`config.mk`:
```
export PLATFORM = sky130hd
export DESIGN_NAME = spi_loopback_engine
export DESIGN_NICKNAME = d
export VERILOG_FILES = /design/src/rtl/spi_loopback_engine.sv
export SDC_FILE = /design/constraint.sdc
export NUM_CORES = 1
export LEC_CHECK = 0
export CORE_MARGIN = 5
export CORE_UTILIZATION = 40
export CTS_BUF_LIST = sky130_fd_sc_hd__clkbuf_2 sky130_fd_sc_hd__clkbuf_4 sky130_fd_sc_hd__clkbuf_8
export CTS_CLUSTER_DIAMETER = 80
export DETAILED_ROUTE_END_ITERATION = 10
export PLACE_DENSITY = 0.61
export SLEW_MARGIN = 20
export SYNTH_ARGS = -nofsm -noshare
export SYNTH_HDL_FRONTEND = slang
export SYNTH_SLANG_ARGS = --single-unit
```
`constraint.sdc`:
```
create_clock -name clk -period 3.5 [get_ports clk]
set_clock_uncertainty 0.1 [all_clocks]
set_input_delay 0.7 -clock clk [delete_from_list [all_inputs] [get_ports clk]]
set_output_delay 0.7 -clock clk [all_outputs]
set_load 0.05 [all_outputs]
```
`src/rtl/spi_loopback_engine.sv`:
```
// Buffered RX->TX transform engine (echo / invert / add-offset / pattern) for spi_slave_fifo.
// Optional statistics counters are built when SPI_LOOPBACK_STATS_EN is defined.
module spi_loopback_engine #(
    parameter int DATA_WIDTH = 8,
    parameter int BUF_DEPTH  = 16,
    parameter int CNT_WIDTH  = 16
) (
    input  logic                          clk,
    input  logic                          rst_n,
    input  logic [1:0]                    mode,
    input  logic [DATA_WIDTH-1:0]         offset,
    input  logic                          flush,
    input  logic [DATA_WIDTH-1:0]         rx_data,
    input  logic                          rx_valid,
    output logic                          rx_ready,
    output logic [DATA_WIDTH-1:0]         tx_data,
    output logic                          tx_valid,
    input  logic                          tx_ready,
    output logic [$clog2(BUF_DEPTH):0]    buf_count,
    output logic [CNT_WIDTH-1:0]          rx_words,
    output logic [CNT_WIDTH-1:0]          tx_words
);

    localparam int AW = $clog2(BUF_DEPTH);

    typedef enum logic [1:0] {
        MODE_ECHO = 2'd0,
        MODE_INV  = 2'd1,
        MODE_ADD  = 2'd2,
        MODE_PAT  = 2'd3
    } mode_t;

    logic [DATA_WIDTH-1:0] r_mem [BUF_DEPTH];
    logic [AW-1:0]         r_wr_ptr;
    logic [AW-1:0]         r_rd_ptr;
    logic [AW:0]           r_count;
    logic [DATA_WIDTH-1:0] r_pat;
    logic                  r_prev_pat;
    logic [DATA_WIDTH-1:0] r_tx_data;

    mode_t                 w_mode;
    logic                  w_full;
    logic                  w_empty;
    logic                  w_pat_mode;
    logic                  w_rx_fire;
    logic                  w_push;
    logic                  w_pop;
    logic [DATA_WIDTH-1:0] w_pat_val;
    logic [DATA_WIDTH-1:0] w_push_data;
    logic [AW-1:0]         w_rd_next;
    logic [AW:0]           w_cnt_next;
    logic [DATA_WIDTH-1:0] w_head_next;

    assign w_mode     = mode_t'(mode);
    assign w_full     = (r_count == (AW+1)'(BUF_DEPTH));
    assign w_empty    = (r_count == '0);
    assign w_pat_mode = (w_mode == MODE_PAT);

    assign rx_ready   = rst_n && !flush && (w_pat_mode || !w_full);
    assign w_rx_fire  = rx_valid && rx_ready;
    assign w_pop      = !w_empty && tx_ready && !flush;
    assign w_push     = !flush && (w_pat_mode ? !w_full : w_rx_fire);
    // Counter restarts from zero in the first cycle of any mode-3 stint.
    assign w_pat_val  = r_prev_pat ? r_pat : '0;

    always_comb begin
        w_push_data = rx_data;
        unique case (w_mode)
            MODE_ECHO: w_push_data = rx_data;
            MODE_INV:  w_push_data = ~rx_data;
            MODE_ADD:  w_push_data = rx_data + offset;
            MODE_PAT:  w_push_data = w_pat_val;
        endcase
    end

    always_comb begin
        w_rd_next  = w_pop ? r_rd_ptr + 1'b1 : r_rd_ptr;
        w_cnt_next = r_count;
        if (w_push && !w_pop)
            w_cnt_next = r_count + 1'b1;
        else if (!w_push && w_pop)
            w_cnt_next = r_count - 1'b1;
    end

    // Head of the queue after this edge; bypass the word being written when it becomes the head.
    assign w_head_next = (w_push && (r_wr_ptr == w_rd_next)) ? w_push_data : r_mem[w_rd_next];

    always_ff @(posedge clk) begin
        if (w_push)
            r_mem[r_wr_ptr] <= w_push_data;
    end

    always_ff @(posedge clk or negedge rst_n) begin
        if (!rst_n) begin
            r_wr_ptr   <= '0;
            r_rd_ptr   <= '0;
            r_count    <= '0;
            r_pat      <= '0;
            r_prev_pat <= 1'b0;
            r_tx_data  <= '0;
        end else begin
            r_prev_pat <= w_pat_mode;
            if (flush) begin
                r_wr_ptr <= '0;
                r_rd_ptr <= '0;
                r_count  <= '0;
                r_pat    <= '0;
            end else begin
                if (w_push)
                    r_wr_ptr <= r_wr_ptr + 1'b1;
                r_rd_ptr <= w_rd_next;
                r_count  <= w_cnt_next;
                if (w_pat_mode)
                    r_pat <= w_push ? w_pat_val + 1'b1 : w_pat_val;
                if (w_cnt_next != '0)
                    r_tx_data <= w_head_next;
            end
        end
    end

    assign tx_valid  = !w_empty;
    assign tx_data   = r_tx_data;
    assign buf_count = r_count;

`ifdef SPI_LOOPBACK_STATS_EN
    logic [CNT_WIDTH-1:0] r_rx_words;
    logic [CNT_WIDTH-1:0] r_tx_words;

    always_ff @(posedge clk or negedge rst_n) begin
        if (!rst_n) begin
            r_rx_words <= '0;
            r_tx_words <= '0;
        end else begin
            if (w_rx_fire)
                r_rx_words <= r_rx_words + 1'b1;
            if (w_pop)
                r_tx_words <= r_tx_words + 1'b1;
        end
    end

    assign rx_words = r_rx_words;
    assign tx_words = r_tx_words;
`else
    assign rx_words = '0;
    assign tx_words = '0;
`endif

endmodule

```
### Yosys cells after proc, flatten, opt, wreduce, memory -nomap -nowiden

Memories as Yosys holds them, arrays and structs flattened. A register that Yosys moved wholly into a read port is not among the register bits.
Index checks and enable logic that the tools add are counted.

| word-level totals | value |
|---|---|
| flip-flop bits (word level) | 22 |
| latch bits | 0 |
| bits in writable memories | 128 |
| ROM bits | 0 |
| input port bits | 23 |
| memories kept | 1 |

Memory list:

| memory | depth | width | rd ports | clocked after Yosys merged registers in | write ports | line | RTL |
|---|---|---|---|---|---|---|---|
| r_mem | 16 | 8 | 1 | 1 | 1 | 33 | `logic [DATA_WIDTH-1:0] r_mem [BUF_DEPTH];` |

| cells by class | value |
|---|---|
| add/sub/neg operators | 6 |
| $mul | 0 |
| div/mod/pow operators | 0 |
| $lt $le $gt $ge | 0 |
| equality and inequality tests | 4 |
| shift operators | 0 |
| muxes and demuxes | 15 |
| bitwise logic cells | 2 |
| reductions and logical operators | 21 |

Operators by type and width:

| kind | number |
|---|---|
| $mux 8 | 4 |
| $pmux 8 s4 | 1 |
| $mux 4 | 4 |
| $mux 5 | 3 |
| $add 4x1->4 const B | 2 |
| $add 8x1->8 const B | 1 |
| $add 8x8->8 | 1 |
| $logic_and 1x1->1 | 8 |
| $not 8->8 | 1 |
| $logic_not 1->1 | 6 |
| $add 5x1->5 const B | 1 |
| $eq 5x5->1 const B | 1 |
| $logic_not 5->1 | 1 |
| $reduce_bool 5->1 | 1 |
| $sub 5x1->5 const B | 1 |
| $eq 2x2->1 const B | 2 |
| $reduce_bool 2->1 | 2 |
| $mux 1 | 3 |
| $eq 2x1->1 const B | 1 |
| $logic_not 2->1 | 1 |
| $reduce_and 2->1 | 1 |
| $logic_or 1x1->1 | 1 |
| $not 1->1 | 1 |

### Logic depth before layout (Yosys ltp)

Gate-level depths: netlist (run 1).

| depth | value |
|---|---|
| depth after elaboration | 13 |
| gate-level depth with buffers | 12 |
| mapped depth without buffers | 10 |

### Worst setup path before layout (run 1)

No wires, ideal clock.

| timing path | value |
|---|---|
| path type | reg-to-reg |
| start point | register r_count[1] (netlist: buf_count[1]) |
| end point | register r_tx_data[5] (netlist: tx_data[5]) (read register of r_mem) |
| data arrival time | 2.905 ns |
| slack | 0.367 ns |
| stages on the path, launching flop included | 10 |
| cells stage by stage | dfrtp_1 > inv_1 > ha_1 > nor4b_4 > inv_4 > a221o_1 > a32oi_1 > nor2_2 > a31oi_4 > mux2_1 |

| on the way | value |
|---|---|
| elaborated cells between the ends (all ways) | 22 |
| classes of those cells | add/sub: 2; eq/ne: 1; mux: 4; reduce/logical: 15 |

RTL lines:

| element | line | RTL |
|---|---|---|
| from (decl) | 36 | `logic [AW:0] r_count;` |
| from (signal assigned) | 112 | `r_count <= w_cnt_next;` |
| $logic_not 5->1 * | 56 | `assign w_empty = (r_count == '0);` |
| $logic_not 1->1 * | -- |  |
| net tx_valid | 17 | `output logic tx_valid,` |
| $logic_and 1x1->1 * (2 in a row) | 61 | `assign w_pop = !w_empty && tx_ready && !flush;` |
| $logic_and 1x1->1 / $logic_not 1->1 (equally long branches) | 81, 79 |  |
| $mux 5 / $logic_and 1x1->1 (equally long branches) | 81, 79 |  |
| $mux 5 | 79 | `if (w_push && !w_pop)` |
| $reduce_bool 5->1 | 115 | `if (w_cnt_next != '0)` |
| $reduce_and 2->1 (no source line) | -- |  |
| to (decl) | 39 | `logic [DATA_WIDTH-1:0] r_tx_data;` |

The timed path passes the listed nets; every way through them passes the cells marked *.
A chain may end at the register's enable or synchronous reset.

### Worst setup path in the final report (run 1)

| timing path | value |
|---|---|
| start point | register r_count[1] (netlist: buf_count[1]) |
| end point | output port tx_valid |

| on the way | value |
|---|---|
| cells in the longest elaborated chain, start to end | 2 |

Ends and longest elaborated chain:

| element | line | RTL |
|---|---|---|
| $logic_not 5->1 | 56 |  |
| $logic_not 1->1 | 121 | `assign tx_valid = !w_empty;` |
| to (decl) | 17 |  |

No other way between the ends.

==> metrics, run 1 <==
measured slew at the worst slew-check pin=0.700 ns; crit-path leading delay family=buffers and inverters; XOR/XNOR Fraction of Synth Area=between 3 and 4%; highest clock rate=307 MHz; cell count after synthesis=681; main combinational cell family by area after synthesis=compound AO/OA/AOI/OAI gates; portion of total power attributed to sequential cells=42.4%; post-detailed-route via-to-cell ratio=about 5.7; fraction of synthesis flops using an asynchronous set or reset pin=around a fifth; buffer and inverter count on the worst path=3; Hold Path Class=reg2reg; Core Region=21100 um2; Final Routed Wirelength=20.6 mm; number of sinks driven by the clock tree=158; wire length of the first global-routing pass=32.3 mm; number of flops mapped to enable cells by yosys=128; reported max-cap violation count=0; area growth from synthesis to layout=14.4%; number of distinct standard cells referenced by the synthesized netlist=76; cell count of the worst reg-to-reg path=11; type of the worst setup path=reg2out; total die area=24500 um2; Comb power frac=about a third; hold worst-path end=tx_data[5]; net count of the finished layout=approximately 800; hpwl dp=14.7 mm; worst ir drop on vdd=0.259 mV; number of hold-slack violations in the final timing report=0; flop and latch count out of synthesis=158; headroom to the max-slew limit=53.1%; flop2flop setup slack=roughly 0.34 ns; row count=53; adder-cell share of the synthesized area=2.56%; crit end category=output pin; number of gates given a new drive strength after cts=0; max-slew violation count=0; static power due to leakage=3.56 nW; Final Wtd Congestion=0.849; Req. time, crit path=2.70 ns; reg-to-reg critical path startpoint=buf_count[1]; insertion delay to the later sink of the worst-skew pair=between 0.4 and 0.5 ns; number of failing setup endpoints in the final timing report=0; area fraction of the dominant cell type after synthesis=44.8%; Worst Path Max Fanout=9; violation count after the first detailed-route iteration=527; remaining number of nets flagged by the antenna check after routing=0; GRT Residual Overflow=0; initial antenna violation count=0; die outline height=about 160 um; horizontal die dimension=~160 um; vias after detailed routing=5921; clk buf depth=2; reg-to-reg critical path endpoint=tx_data[6]; cells along the critical path=inv_1 -> ha_1 -> nor4b_4 -> inv_4 -> clkdlybuf4s50_1; number of top-level pins=70; master of the slowest instance on the critical path=sky130_fd_sc_hd__clkdlybuf4s50_1; proportion of layout cells with a drive suffix above 1=18.5%; arrival time of the worst setup path=2.45 ns; aggregate negative setup slack=0 ns; total routing resource utilization after global routing=17.1%; switching portion of total power=34.2%; Min Clock Period, post-route=3.25 ns; # H-tree levels=4; Hold Crit Depth=1; share of the synthesized area in compound gates (AO/OA/AOI/OAI)=12.9%; leading register cell type out of synthesis=sky130_fd_sc_hd__edfxtp_1; slowest cell delay on critical path=0.73 ns; fraction of synthesized area in multiplexers=a little under an eighth; DR pass1 iterations=6; vias in the first global route=5771; number of buffers added by the clock tree synthesis step=17; Clock Power Share=about a quarter; portion of the post-synthesis area used by sequential elements=53.5%; power density over cell area=534 nW/um2; ranking of synthesized cells by area=sky130_fd_sc_hd__edfxtp_1 45%, sky130_fd_sc_hd__dfrtp_1 8.7%, sky130_fd_sc_hd__mux4_2 6.8%, sky130_fd_sc_hd__buf_4 3.0%, sky130_fd_sc_hd__ha_1 2.3%; Initial Util=around two fifths; most area-hungry cell type in the Yosys netlist=sky130_fd_sc_hd__edfxtp_1; min-delay src=tx_data[5]; Yosys Warn Count=0; CTS Root Cell=sky130_fd_sc_hd__clkbuf_8; average wire length per cell after detail routing=19.9 um; unrepaired setup endpoints after global routing=false; kind of launch point of the worst setup path=flop; final clock period utilization by the worst path=~93%; final routed DRC violation total=0; clock transition at the registers of the reported paths=0.08 ns; Net Sw Power=1.79 mW; result of the run=complete, no violations; average footprint of a synthesized cell=12.6 um2; Commonest cells post-synth=128 x sky130_fd_sc_hd__edfxtp_1, 43 x sky130_fd_sc_hd__nor2_1, 34 x sky130_fd_sc_hd__buf_4; most frequently used cell type in the post-synthesis netlist=sky130_fd_sc_hd__edfxtp_1; number of buffer cells added on primary ports=37; Post-Synth Simple-Gate Area=10.7%; core utilization of the finished layout=46.6%; Internal=3.45 mW; CTS tree=done; largest net degree at the start of global routing=32; netlist area before placement=approximately 8600 um2
worst max-delay path by stage:
stage	endpoint	from	slack, ns	cells past startpoint
after global routing	tx_valid	buf_count[1]	0.12	5
after floorplan	tx_data[5]	buf_count[1]	0.37	9
after global placement	tx_data[7]	rx_data[1]	0.02	9
after detailed placement	tx_data[7]	rx_data[1]	-0.02	9
after CTS	tx_valid	buf_count[1]	0.04	5
final	tx_valid	buf_count[1]	0.25	5
sequential cells by signal, indices dropped and copies added, names as in the netlist:
register,count
buf_count,5
r_mem,128
r_wr_ptr,4
r_pat,8
r_prev_pat,1
r_rd_ptr,4
tx_data,8
worst reg2reg max path: cells and delay by family, from the launching register on:
family | cells | cell delay, ns
adders and majority gates | 1 | 0.21
buffers and inverters | 3 | 0.56
DFF | 1 | 0.48
AOI/OAI and AO/OA | 3 | 0.49
and+or+nand+nor | 4 | 1.27
area by class of cell:
class | count | area (um2)
Multi-Input combinational cell | 459 | 3600
Tap cell | 275 | 344
Antenna cell | 1 | 2.50
Sequential cell | 158 | 4600
Timing Repair Buffer | 90 | 803
Inverter | 23 | 88.8
Fill cell | 1885 | 11300
Clock buffer | 19 | 249
Clock inverter | 13 | 140
metal layers:
metal  part of all wire [%]  wire length, um  vias to the layer above  track usage, %
li1                       -                -                     2733               -
met1                     46             9400                     2954            24.6
met2                     46             9460                      200            26.3
met3                    6.7             1380                       34            3.29
met4                    1.8              366                        0            5.08
met5                      0                0                        -               0
kinds of logic (layout without fill, tap and decap cells):
family	after synthesis	after routing
DFF	158	158
and+or+nand+nor	170	170
AOI/OAI and AO/OA	151	151
xor gates and xnor gates	27	27
adders and majority gates	17	17
buffers and inverters	95	145
other	1	33
muxes	62	62
power by group through the flow:
stage               clock (mW)  combinational [mW]  sequential, mW
floorplan                    0                1.00            2.45
global placement             0                1.66            2.26
detailed placement           0                1.68            2.26
CTS                       1.36                1.69            2.22
global route              1.44                1.81            2.24
finish                    1.33                1.69            2.22
layout by cell type (no fill, tap or decap), types with 9 or more instances in the layout:
| cell type | count |
|---|---|
| sky130_fd_sc_hd__mux2_2 | 17 |
| sky130_fd_sc_hd__clkdlybuf4s50_1 | 36 |
| sky130_fd_sc_hd__edfxtp_1 | 128 |
| sky130_fd_sc_hd__o221ai_1 | 21 |
| sky130_fd_sc_hd__nand3_1 | 15 |
| sky130_fd_sc_hd__buf_4 | 51 |
| sky130_fd_sc_hd__nand2_1 | 32 |
| sky130_fd_sc_hd__inv_1 | 21 |
| sky130_fd_sc_hd__xor2_1 | 12 |
| sky130_fd_sc_hd__dfrtp_1 | 29 |
| sky130_fd_sc_hd__clkbuf_8 | 17 |
| sky130_fd_sc_hd__a211oi_1 | 16 |
| sky130_fd_sc_hd__a2111oi_0 | 9 |
| sky130_fd_sc_hd__a21oi_1 | 20 |
| sky130_fd_sc_hd__ha_1 | 16 |
| sky130_fd_sc_hd__and3_1 | 31 |
| sky130_fd_sc_hd__xnor2_1 | 12 |
| sky130_fd_sc_hd__nor2_1 | 43 |
| sky130_fd_sc_hd__mux4_2 | 26 |
| sky130_fd_sc_hd__o21ai_0 | 13 |
| sky130_fd_sc_hd__mux2i_1 | 18 |
| sky130_fd_sc_hd__conb_1 | 32 |
| sky130_fd_sc_hd__o22ai_1 | 11 |
repair_timing:
item / CTS / global route
endpoints found under the setup margin: 0 / 2
buffers inserted: 0 / 1
hold buffers: 0 / 0
metrics by stage:
stage / setup slack, ns / hold WS, ns / power, mW / instance area, um2 / instances
floorplan: 0.367 / 0.304 / 3.45 / 8700 / 712
global placement: 0.0163 / 0.396 / 3.92 / 9430 / 1004
detailed placement: -0.0193 / 0.407 / 3.95 / 9430 / 1004
CTS: 0.0401 / 0.426 / 5.27 / 9820 / 1036
global route: 0.119 / 0.461 / 5.49 / 9820 / 1037
finish: 0.247 / 0.416 / 5.24 / 9830 / 1038
Note: power is estimated with default switching activity, not from simulation.
==> run 2, diff against run 1 <==
- DONT_BUFFER_PORTS: default -> 1
- PLACE_DENSITY: 0.61 -> 0.57
- RECOVER_POWER: default -> 50
==> run 2 against run 1 <==
The flow now finishes with violations (max-capacitance violations, max-slew violations). Sequential cell count unchanged. Sequential share of layout area increased by 2.4 points. Global-route usage increased by 0.70 points. Sequential power up 8%. Combinational power shrank 21%. Fmax shrank 0.13%. Critical endpoint is now tx_data[5]. Largest power group unchanged.
==> metrics, run 2 (same netlist as run 1, synthesis figures left out) <==
reg-to-reg critical path startpoint=buf_count[4]; final routed DRC violation total=0; headroom to the max-slew limit=-29.2%; measured slew at the worst slew-check pin=1.94 ns; Hold Crit Depth=1; violations in the final reports=max-capacitance violations, max-slew violations; sum of internal, switching and leakage power=5.09 mW; unrepaired setup endpoints after global routing=false; # H-tree levels=4; total routing resource utilization after global routing=17.8%; CTS Root Cell=sky130_fd_sc_hd__clkbuf_8; combined area of the multi-input logic cells=3600 um2; Min Clock Period, post-route=about 3.3 ns; cell count of the worst reg-to-reg path=9; crit end category=flop; master of the slowest instance on the critical path=sky130_fd_sc_hd__clkbuf_1; cell area after placement=8980 um2; Comb power frac=26.2%; flop2flop setup slack=0.24 ns; cells along the critical path=clkbuf_1 -> and4bb_1 -> a21oi_1 -> buf_4 -> nand2b_1 -> a32oi_1 -> nor2_2 -> a31oi_4 -> mux2_1; average wire length per cell after detail routing=21.5 um; Core Region=21100 um2; vias in the first global route=5610; remaining number of nets flagged by the antenna check after routing=0; Net Sw Power=1.76 mW; clock transition at the registers of the reported paths=0.08 ns; net count of the finished layout=747; reported max-cap violation count=1; total met2 wirelength after detailed routing=about 10 mm; die outline height=157 um; row count=53; Cell Count Post-Placement=about 960; worst ir drop on vdd=0.278 mV; Req. time, crit path=3.73 ns; DR pass1 iterations=5; design area=roughly 9300 um2; number of diodes=0; uppermost metal layer occupied by signal nets=met4; Final Wtd Congestion=0.886; proportion of layout cells with a drive suffix above 1=16.7%; portion of total power attributed to sequential cells=roughly 47%; arrival time of the worst setup path=around 3.5 ns; number of buffer cells added on primary ports=0; final critical-path setup slack=0.242 ns; Final Routed Wirelength=21.4 mm; min-delay src=flush; pre-CTS setup slack=0.355 ns; horizontal die dimension=157 um; static power due to leakage=3.33 nW; Hold Path Class=in2reg; number of buffers added by the clock tree synthesis step=17; slowest cell delay on critical path=0.61 ns; wire length of the first global-routing pass=33.1 mm; Initial Util=around 40%; CTS tree=done; # Post-CTS Setup Buffers=0; highest clock rate=between 300 and 400 MHz; total die area=24500 um2; area growth from synthesis to layout=8.73%; hold worst-path end=r_rd_ptr[0]; insertion delay to the later sink of the worst-skew pair=0.45 ns; type of the worst setup path=reg2reg; most common library cell in the layout ignoring fill and taps=sky130_fd_sc_hd__edfxtp_1; GRT Residual Overflow=0; length of routed wiring on met1=10.0 mm; final clock period utilization by the worst path=93.1%; register with the most flip-flops=r_mem; number of failing setup endpoints in the final timing report=0; number of sinks driven by the clock tree=~160; buffer and inverter count on the worst path=2; vias after detailed routing=5746; Worst Path Max Fanout=16; number of gates given a new drive strength after cts=0; number of hold-slack violations in the final timing report=0; power density over cell area=545 nW/um2; largest net degree at the start of global routing=35; result of the run=finished, violations left; Clock Power Share=26.7%; initial antenna violation count=0; crit-path leading delay family=buffers and inverters; max-slew violation count=31; number of top-level pins=70; violation count after the first detailed-route iteration=515; aggregate negative setup slack=0 ns; hold-fix buffers at CTS=2; Internal=3.33 mW; hpwl dp=14.9 mm; non-filler instance count after layout=~1000; post-detailed-route via-to-cell ratio=approximately 5.8; clk buf depth=2; number of inserted filler cells in the final layout=1941; flip-flop count of the largest register, all copies and words added=around 130; top library cells by usage in the layout, fill and taps aside=128 x sky130_fd_sc_hd__edfxtp_1, 43 x sky130_fd_sc_hd__nor2_1, 32 x sky130_fd_sc_hd__nand2_1, 32 x sky130_fd_sc_hd__conb_1; kind of launch point of the worst setup path=flop; reg-to-reg critical path endpoint=tx_data[5]; switching portion of total power=34.6%; length of routed met3 wiring=1.26 mm; Sequential Area=4600 um2
==> run 2: changes by cell type in the layout (fill, tap and decap cells not counted), sizes merged <==
cell           delta
inv               -1
dlygate4sd3       +1
clkdlybuf4s50    -36
buf              -23
clkbuf           +17
clkinvlp          -1
clkinv            +1
diode             -1
==> run 2: area by class of cell <==
class / count / area share [%]
Sequential cell: 158 / 49.2
Inverter: 23 / 0.951
Clock buffer: 20 / 2.88
Multi-Input combinational cell: 459 / 38.6
Clock inverter: 12 / 1.45
Tap cell: 275 / 3.68
Timing Repair Buffer: 48 / 3.24
==> run 2: worst register-to-register path: cells and delay by family, from the launching register on <==
kind	cells	cell delay, ns
AOI/OAI and AO/OA	3	0.70
DFF	1	0.43
muxes	1	0.36
buffers and inverters	2	0.82
and+or+nand+nor	3	0.74
==> run 2: through the flow <==
step	hold WS, ns	utilization, %
floorplan	0.304	-
finish	0.206	44.3
detailed placement	0.305	42.6
global placement	0.305	42.6
CTS	0.168	44.6
global route	0.160	44.3
==> run 2: worst max-delay path by stage <==
stage,start,endpoint,slack (ns),cells after the start
floorplan,buf_count[1],tx_data[5],0.37,9
global placement,offset[0],tx_data[6],0.41,9
detailed placement,offset[0],tx_data[6],0.35,9
CTS,buf_count[0],tx_data[6],0.44,9
global route,buf_count[4],tx_data[5],0.13,9
finish,buf_count[4],tx_data[5],0.24,9
==> run 2: per-layer routing <==
layer / GRT usage (%) / vias up
li1: - / 2644
met4: 4.01 / 0
met5: 0 / -
met2: 27.6 / 194
met1: 25.6 / 2885
met3: 4.07 / 23
==> run 2: power groups by stage <==
stage          Combinational, mW  Clock (mW)  Sequential, mW
2_1_floorplan               1.00           0            2.45
3_3_place_gp                1.32           0            2.44
3_5_place_dp                1.34           0            2.44
4_1_cts                     1.36        1.40            2.40
5_1_grt                     1.45        1.48            2.41
6_report                    1.33        1.36            2.40
==> run 3, diff against run 2 <==
- CORE_UTILIZATION: 40 -> 60
- PLACE_DENSITY: 0.57 -> 0.82
- clock period: 3.5 -> 2.8 ns (I/O delays scaled with it)
==> run 3 against run 2 <==
The flow still finishes with violations (max-capacitance violations, max-slew violations). Core utilization increased by 25 points. First-iteration DRC count is 22% higher. Final cell count decreased by 6.2%. Die area down 31%. Sequential power rose by 25%. Design area is 4.0% higher. Critical path type unchanged. Highest routed layer unchanged.
==> metrics, run 3 (same netlist as run 1, synthesis figures left out) <==
result of the run=finished, violations left; violations in the final reports=max-capacitance violations, max-slew violations; largest net degree at the start of global routing=35; total die area=between 15000 and 20000 um2; max-slew violation count=31; flop2flop setup slack=approximately 0.044 ns; kind of launch point of the worst setup path=flop; Final Wtd Congestion=0.934; area growth from synthesis to layout=13.1%; remaining number of nets flagged by the antenna check after routing=0; vias in the first global route=5870; headroom to the max-slew limit=-12.1%; Hold Path Class=in2reg; number of top-level pins=70; Internal=4.29 mW; total routing resource utilization after global routing=25.8%; clock transition at the registers of the reported paths=about 0.090 ns; reg-to-reg critical path startpoint=buf_count[0]; initial antenna violation count=0; net count of the finished layout=780; power density over cell area=678 nW/um2; vias after detailed routing=approximately 6200; horizontal die dimension=around 130 um; hpwl dp=14.9 mm; type of the worst setup path=reg2reg; post-detailed-route via-to-cell ratio=6.65; CTS Root Cell=sky130_fd_sc_hd__clkbuf_8; number of buffers added by the clock tree synthesis step=17; DR pass1 iterations=5; worst ir drop on vdd=~0.53 mV; reported max-cap violation count=1; Clock Power Share=23.9%; GRT Residual Overflow=0; pre-CTS setup slack=0.0137 ns; number of buffer cells added on primary ports=0; number of inserted filler cells in the final layout=946; final routed DRC violation total=0; cell count of the worst reg-to-reg path=11; wire length of the first global-routing pass=32.6 mm; core utilization of the finished layout=69.7%; clk buf depth=2; crit end category=flop; number of sinks driven by the clock tree=roughly 160; die outline height=130 um; number of diodes=0; portion of total power attributed to sequential cells=45.4%; register with the most flip-flops=r_mem; highest clock rate=363 MHz; Hold Crit Depth=1; insertion delay to the later sink of the worst-skew pair=roughly 0.46 ns; hold worst-path end=buf_count[2]; average wire length per cell after detail routing=23.0 um; Core Region=13900 um2; Net Sw Power=2.30 mW; number of hold-slack violations in the final timing report=0; proportion of layout cells with a drive suffix above 1=23.6%; non-filler instance count after layout=933; violation count after the first detailed-route iteration=around 630; combined area of the multi-input logic cells=3720 um2; Worst Path Max Fanout=7; Cell Count Post-Placement=889; arrival time of the worst setup path=2.99 ns; static power due to leakage=3.57 nW; reg-to-reg critical path endpoint=tx_data[6]; # H-tree levels=4; top library cells by usage in the layout, fill and taps aside=128 x sky130_fd_sc_hd__edfxtp_1, 63 x sky130_fd_sc_hd__buf_4, 42 x sky130_fd_sc_hd__nor2_1; switching portion of total power=34.9%; final clock period utilization by the worst path=98.4%; aggregate negative setup slack=0 ns; worst hold slack across all endpoints=around 0.055 ns; flip-flop count of the largest register, all copies and words added=128; Initial Util=61.6%; row count=43; Min Clock Period, post-route=2.76 ns; min-delay src=flush; most common library cell in the layout ignoring fill and taps=sky130_fd_sc_hd__edfxtp_1; measured slew at the worst slew-check pin=1.68 ns; Sequential Area=4600 um2; Comb power frac=30.7%; number of failing setup endpoints in the final timing report=0; final critical-path setup slack=0.0444 ns; CTS tree=done; Final Routed Wirelength=21.5 mm; Req. time, crit path=around 3.0 ns
[run 3: metal layers]
metal | global-route usage (%) | wire [um] | part of all wire, %
met4 | 7.40 | 479 | 2.2
met1 | 36.6 | 8850 | 41
met5 | 0 | 0 | 0
met3 | 5.56 | 1950 | 9.1
met2 | 40.7 | 10200 | 47
[run 3: repair_timing]
item,in CTS,in global routing
gates cloned,0,1
hold endpoints to repair,30,0
setup buffers,1,8
pin swaps,1,8
gates resized for setup,1,23
hold buffers,2,0
setup endpoints to repair,2,9
[run 3: worst max path at each step]
stage                       startpoint    endpoint  slack [ns]  cells past startpoint
final                     buf_count[0]  tx_data[6]        0.04                     11
after floorplan           buf_count[0]  tx_data[5]       -0.15                      9
after global placement    buf_count[0]  tx_data[6]        0.06                     11
after CTS                 buf_count[0]  tx_data[2]       0.007                     11
after detailed placement  buf_count[1]  tx_data[4]        0.01                     11
after global routing      buf_count[0]  tx_data[2]       -0.05                     11
[run 3: worst max-delay path, stage by stage (launching register included)]
cell                        delay (ns)
sky130_fd_sc_hd__dfrtp_2          0.41
sky130_fd_sc_hd__inv_2            0.09
sky130_fd_sc_hd__ha_4             0.14
sky130_fd_sc_hd__nor4b_4          0.27
sky130_fd_sc_hd__bufinv_8         0.27
sky130_fd_sc_hd__a221o_1          0.43
sky130_fd_sc_hd__o22ai_2          0.21
sky130_fd_sc_hd__a32oi_2          0.09
sky130_fd_sc_hd__nor2_2           0.20
sky130_fd_sc_hd__a31oi_4          0.12
sky130_fd_sc_hd__buf_6            0.18
sky130_fd_sc_hd__a2bb2oi_1        0.13
[run 3: final cells by class]
class                   count  area share (%)
repair buffers             81            7.24
inverters                  23            1.03
clock inverters            12            1.16
flip-flops and latches    158            47.3
multi-input cells         459            38.3
clock buffers              20            2.64
well taps                 180            2.32
[run 3: power groups by stage]
stage / Combinational [mW] / Sequential (mW) / Clock, mW
after floorplan: 1.28 / 3.06 / 0
after global placement: 1.78 / 3.04 / 0
after detailed placement: 1.83 / 3.04 / 0
after CTS: 1.86 / 2.99 / 1.60
after global routing: 2.15 / 3.00 / 1.71
final: 2.02 / 2.99 / 1.58
[run 3: stage by stage]
step	instance area, um2	power, mW
floorplan	8730	4.34
global placement	9120	4.82
detailed placement	9120	4.87
CTS	9540	6.46
global route	9720	6.85
finish	9720	6.59
==> variant 1 (config.mk and constraints of run 1) <==
Set the parameter `BUF_DEPTH` to 32 (it was 16).
--- a/src/rtl/spi_loopback_engine.sv
+++ b/src/rtl/spi_loopback_engine.sv
@@ -4,3 +4,3 @@
     parameter int DATA_WIDTH = 8,
-    parameter int BUF_DEPTH  = 16,
+    parameter int BUF_DEPTH  = 32,
     parameter int CNT_WIDTH  = 16
Interface: changed (resized buf_count); port bits go from 70 to 71. The function was not compared with the original's and may differ.
==> variant 1 against run 1 <==
  * Hold slack worse by 0.38 ns
  * Sequential cell count up 131
  * Wire length up 95%
  * Worst setup slack worse by 0.14 ns
  * Die area up 56%
  * Total power up 120%
  * Area after synthesis up 60%
  * Critical path depth up 7
  * Cell area up 74%
==> variant 1: results (changes against run 1) <==
\begin{tabular}{lr}
\hline
Metric & Value \\
\hline
\multicolumn{2}{l}{\textbf{Run status}} \\
Result of the run & completed \\
\multicolumn{2}{l}{\textbf{Place}} \\
DP HPWL & 28100 um (+91\%) \\
Number of cells after detailed placement & 1679 (+67\%) \\
\multicolumn{2}{l}{\textbf{Cells and area}} \\
Ratio of cells with drive above 1 in the final layout & 0.246 (+0.0608) \\
Max reg flops & 256 (+100\%) \\
Final Net Count & 1325 (+68\%) \\
Fill cells & 2889 (+53\%) \\
\multicolumn{2}{l}{\textbf{GRT}} \\
Global routing usage summed across all routing layers & 0.205 (+0.0341) \\
\multicolumn{2}{l}{\textbf{Logic synthesis}} \\
Post-synth top cells & 256 x sky130\_fd\_sc\_hd\_\_edfxtp\_1, 129 x sky130\_fd\_sc\_hd\_\_o22ai\_1, 83 x sky130\_fd\_sc\_hd\_\_nor2\_1 \\
FFs w/ async S/R, synth & 0.114 (-0.0757) \\
Synth area leaders & sky130\_fd\_sc\_hd\_\_edfxtp\_1 56\%, sky130\_fd\_sc\_hd\_\_dfrtp\_1 6.0\%, sky130\_fd\_sc\_hd\_\_o22ai\_1 5.9\%, sky130\_fd\_sc\_hd\_\_mux2i\_1 3.7\%, sky130\_fd\_sc\_hd\_\_nor2\_1 2.3\% \\
Average cell area after synthesis & 12.9 um2 (+2.0\%) \\
Arithmetic-cell share of the synthesized area counting full adders, half adders and majority gates & 0.0151 (-0.0105) \\
Number of synthesized flops with an enable pin & 256 (+100\%) \\
Count of cell types in the netlist & 79 (+3.9\%) \\
Portion of netlist area occupied by mux cells & 0.0470 (-0.0658) \\
\multicolumn{2}{l}{\textbf{Setup path}} \\
Worst Reg-to-Reg Cells & 12 (+1) \\
R2R Path End & tx\_data[5] \\
\multicolumn{2}{l}{\textbf{Clock network}} \\
Depth of the CTS H-tree & 2 (-2) \\
Number of buffers inserted by post-CTS setup repair & 2 (+2) \\
Number of buffers created by CTS & 48 (+31) \\
\multicolumn{2}{l}{\textbf{Power and ir drop}} \\
Power in sequential cells & 4.01 mW (+81\%) \\
\multicolumn{2}{l}{\textbf{Min path}} \\
Hold Path Class & input port to async pin \\
\multicolumn{2}{l}{\textbf{Routing}} \\
DR vias/cell & 5.84 (+2.4\%) \\
Detailed Route Iter0 Violations & 1132 (+110\%) \\
\hline
\end{tabular}
-- variant 1: changes by cell type after synthesis, moves of 13 or more --
cell                       before  now
sky130_fd_sc_hd__nor3_1         7   28
sky130_fd_sc_hd__mux2_2        17    4
sky130_fd_sc_hd__o22ai_1       11  129
sky130_fd_sc_hd__mux4_2        26    4
sky130_fd_sc_hd__mux2i_1       18   51
sky130_fd_sc_hd__nor4_1         2   16
sky130_fd_sc_hd__edfxtp_1     128  256
sky130_fd_sc_hd__nor2_1        43   83
sky130_fd_sc_hd__and3_1        31    3
-- variant 1: worst max-delay path by stage --
stage,to,slack [ns],cells past startpoint
final,tx_data[5],0.11,12
after global routing,tx_data[1],-0.0003,13
after CTS,tx_data[6],0.03,13
after detailed placement,tx_data[6],-0.31,12
after global placement,tx_data[6],-0.24,12
after floorplan,r_mem[11][0],0.15,9
-- variant 1: area by class of cell --
type	count	share of cell area
clock buffers	66	0.0477
repair buffers	236	0.124
inverters	16	0.00352
clock inverters	20	0.0114
multi-input cells	695	0.282
well taps	448	0.0328
flip-flops and latches	289	0.499
-- variant 1: stage by stage --
step	cell area (um2)	setup TNS, ns	hold slack [ns]
floorplan	13900	0	0.304
global route	17100	-0.000309	0.0252
global placement	16000	-1.84	0.406
CTS	17000	0	0.0152
detailed placement	16000	-4.42	0.404
finish	17100	0	0.0353
-- variant 1: kinds of logic after synthesis --
group | count (synthesis)
buf+inv | 115
flops | 289
fa+ha+maj | 16
other cells | 1
xor+xnor | 30
simple gates | 273
compound gates | 285
mux | 59
-- variant 1: critical path, delay by kind of cell (launching register included) --
family / cells / cell delay, ns
buf+inv: 3 / 0.48
simple gates: 4 / 1.43
flops: 1 / 0.37
mux: 1 / 0.15
fa+ha+maj: 1 / 0.16
compound gates: 3 / 0.55
==> variant 2 (config.mk and constraints of run 1) <==
Made on the original files. Put one more register stage on the output `buf_count`. The value now appears one clock later. The other outputs are not delayed to match.
--- a/src/rtl/spi_loopback_engine.sv
+++ b/src/rtl/spi_loopback_engine.sv
@@ -122,3 +122,5 @@
     assign tx_data   = r_tx_data;
-    assign buf_count = r_count;
+    always_ff @(posedge clk) begin
+        buf_count <= r_count;
+    end
 
Check against the original RTL: not equivalent (Yosys sat finds a counterexample within 4 cycles, from zero or initial values and one cycle with rst_n low).
==> variant 2 against run 1 <==
  * Sequential power increased by 4%
  * Clock power decreased by 4%
  * Cell area increased by 0.79%
  * Worst setup slack got worse by 0.079 ns
  * Synthesized cell count decreased by 6.9%
  * Final cell count decreased by 2.9%
  * Area after synthesis decreased by 0.48%
  * Via count decreased by 6.7%
  * Sequential cell count increased by 5
  * Wire length decreased by 2.5%
  * Register-to-register slack got worse by 0.17 ns
  * Total power increased by 6.3%
==> variant 2: results (changes against run 1) <==
\begin{tabular}{lr}
\hline
Metric & Value \\
\hline
\multicolumn{2}{l}{\textbf{Run status}} \\
Result of the run & completed \\
\multicolumn{2}{l}{\textbf{Place}} \\
Placed Instance Area & 9490 um2 (+0.68\%) \\
DP HPWL & 14300 um (-2.7\%) \\
Number of cells after detailed placement & 971 (-3.3\%) \\
Final weighted congestion in routability-driven placement & 0.911 (+7.3\%) \\
\multicolumn{2}{l}{\textbf{Min path}} \\
Hold Path Class & input port to async pin \\
\multicolumn{2}{l}{\textbf{STA}} \\
Worst slew margin & 0.543 (+0.0121) \\
Time the final worst path needs with I/O delays and setup & 3.33 ns (+0.0790 ns) \\
\multicolumn{2}{l}{\textbf{Logic synthesis}} \\
FFs w/ async S/R, synth & 0.184 (-0.00582) \\
Synth area leaders & sky130\_fd\_sc\_hd\_\_edfxtp\_1 45\%, sky130\_fd\_sc\_hd\_\_dfrtp\_1 8.8\%, sky130\_fd\_sc\_hd\_\_mux4\_2 8.2\%, sky130\_fd\_sc\_hd\_\_mux2i\_1 5.6\%, sky130\_fd\_sc\_hd\_\_buf\_4 2.8\% \\
Post-synth top cells & 128 x sky130\_fd\_sc\_hd\_\_edfxtp\_1, 48 x sky130\_fd\_sc\_hd\_\_mux2i\_1, 48 x sky130\_fd\_sc\_hd\_\_nor2\_1 \\
Count of cell types in the netlist & 68 (-11\%) \\
\multicolumn{2}{l}{\textbf{GRT}} \\
Wire length of the first global-routing pass & 31100 um (-3.8\%) \\
Maximum number of pins on one net before global-route repair & 31 (-3.1\%) \\
Global routing usage summed across all routing layers & 0.168 (-0.00236) \\
Vias in the first global route & 5629 (-2.5\%) \\
\multicolumn{2}{l}{\textbf{Power and ir drop}} \\
Proportion of total power due to net switching & 0.349 (+0.00652) \\
IR drop worst, VDD & 0.000222 V (-14\%) \\
Leakage power & 3.72 nW (+4.6\%) \\
\multicolumn{2}{l}{\textbf{Setup path}} \\
Crit path max-delay family & simple AND/OR/NAND/NOR gates \\
Critical Path AT & 3.59 ns (+1.14 ns) \\
Register-to-Register Setup Slack & 0.17 ns (-0.17 ns) \\
Worst path max stage delay & 0.41 ns (-0.32 ns) \\
Crit-path slowest cell & sky130\_fd\_sc\_hd\_\_dfrtp\_2 \\
Worst-path fanout max & 15 (+6) \\
\multicolumn{2}{l}{\textbf{Routing}} \\
Wirelength per Cell & 19.9 um (+0.35\%) \\
Drt pass-1 iters & 5 (-1) \\
\multicolumn{2}{l}{\textbf{Cells and area}} \\
Ratio of cells with drive above 1 in the final layout & 0.226 (+0.0414) \\
Final Net Count & 760 (-3.7\%) \\
Non-filler instance count after layout & 1008 (-2.9\%) \\
\hline
\end{tabular}
-- variant 2: routing by layer --
metal / wire [um] / part of all wire / GRT usage
met4: 532 / 0.026 / 0.0657
met1: 8340 / 0.42 / 0.208
met2: 10100 / 0.50 / 0.288
met5: 0 / 0 / 0
met3: 1070 / 0.053 / 0.0374
-- variant 2: logic make-up (layout without fill, tap and decap cells) --
family	Yosys count	count (layout)	synth area share
xor gates and xnor gates	29	29	0.0306
adders and majority gates	17	17	0.0258
other	1	32	0.000439
AOI/OAI and AO/OA	87	87	0.0738
and+or+nand+nor	148	148	0.0881
DFF	163	163	0.549
buffers and inverters	87	155	0.0603
muxes	102	102	0.172
-- variant 2: final cells by class --
cell class | instances | area (um2) | share of cell area
timing repair buffer | 107 | 980 | 0.0989
tap | 275 | 344 | 0.0347
sequential | 163 | 4700 | 0.474
clock inverter | 13 | 115 | 0.0116
clock buffer | 19 | 255 | 0.0258
multi-input combinational | 415 | 3450 | 0.349
inverter | 16 | 60.1 | 0.00606
-- variant 2: power groups by stage --
stage | registers (mW) | logic [mW] | clock network (mW)
finish | 2.31 | 1.99 | 1.28
global route | 2.32 | 2.12 | 1.40
CTS | 2.31 | 1.94 | 1.32
detailed placement | 2.35 | 1.93 | 0
global placement | 2.35 | 1.89 | 0
floorplan | 2.55 | 1.14 | 0
-- variant 2: what timing repair did --
action                                  4_1_cts  5_1_grt
setup buffers                                 0        5
endpoints found under the setup margin        0        9
gates resized for setup                       0        2
hold buffers                                  0        0
-- variant 2: path summary, 6_finish.rpt --
kind | to | start
max | tx_data[1] | r_count[0]
min | r_pat[6] | rst_n
max reg2reg | tx_data[1] | r_count[0]
min reg2reg | buf_count[0] | r_count[0]
max in group asynchronous | r_count[0] | rst_n
min in group clk | buf_count[0] | r_count[0]
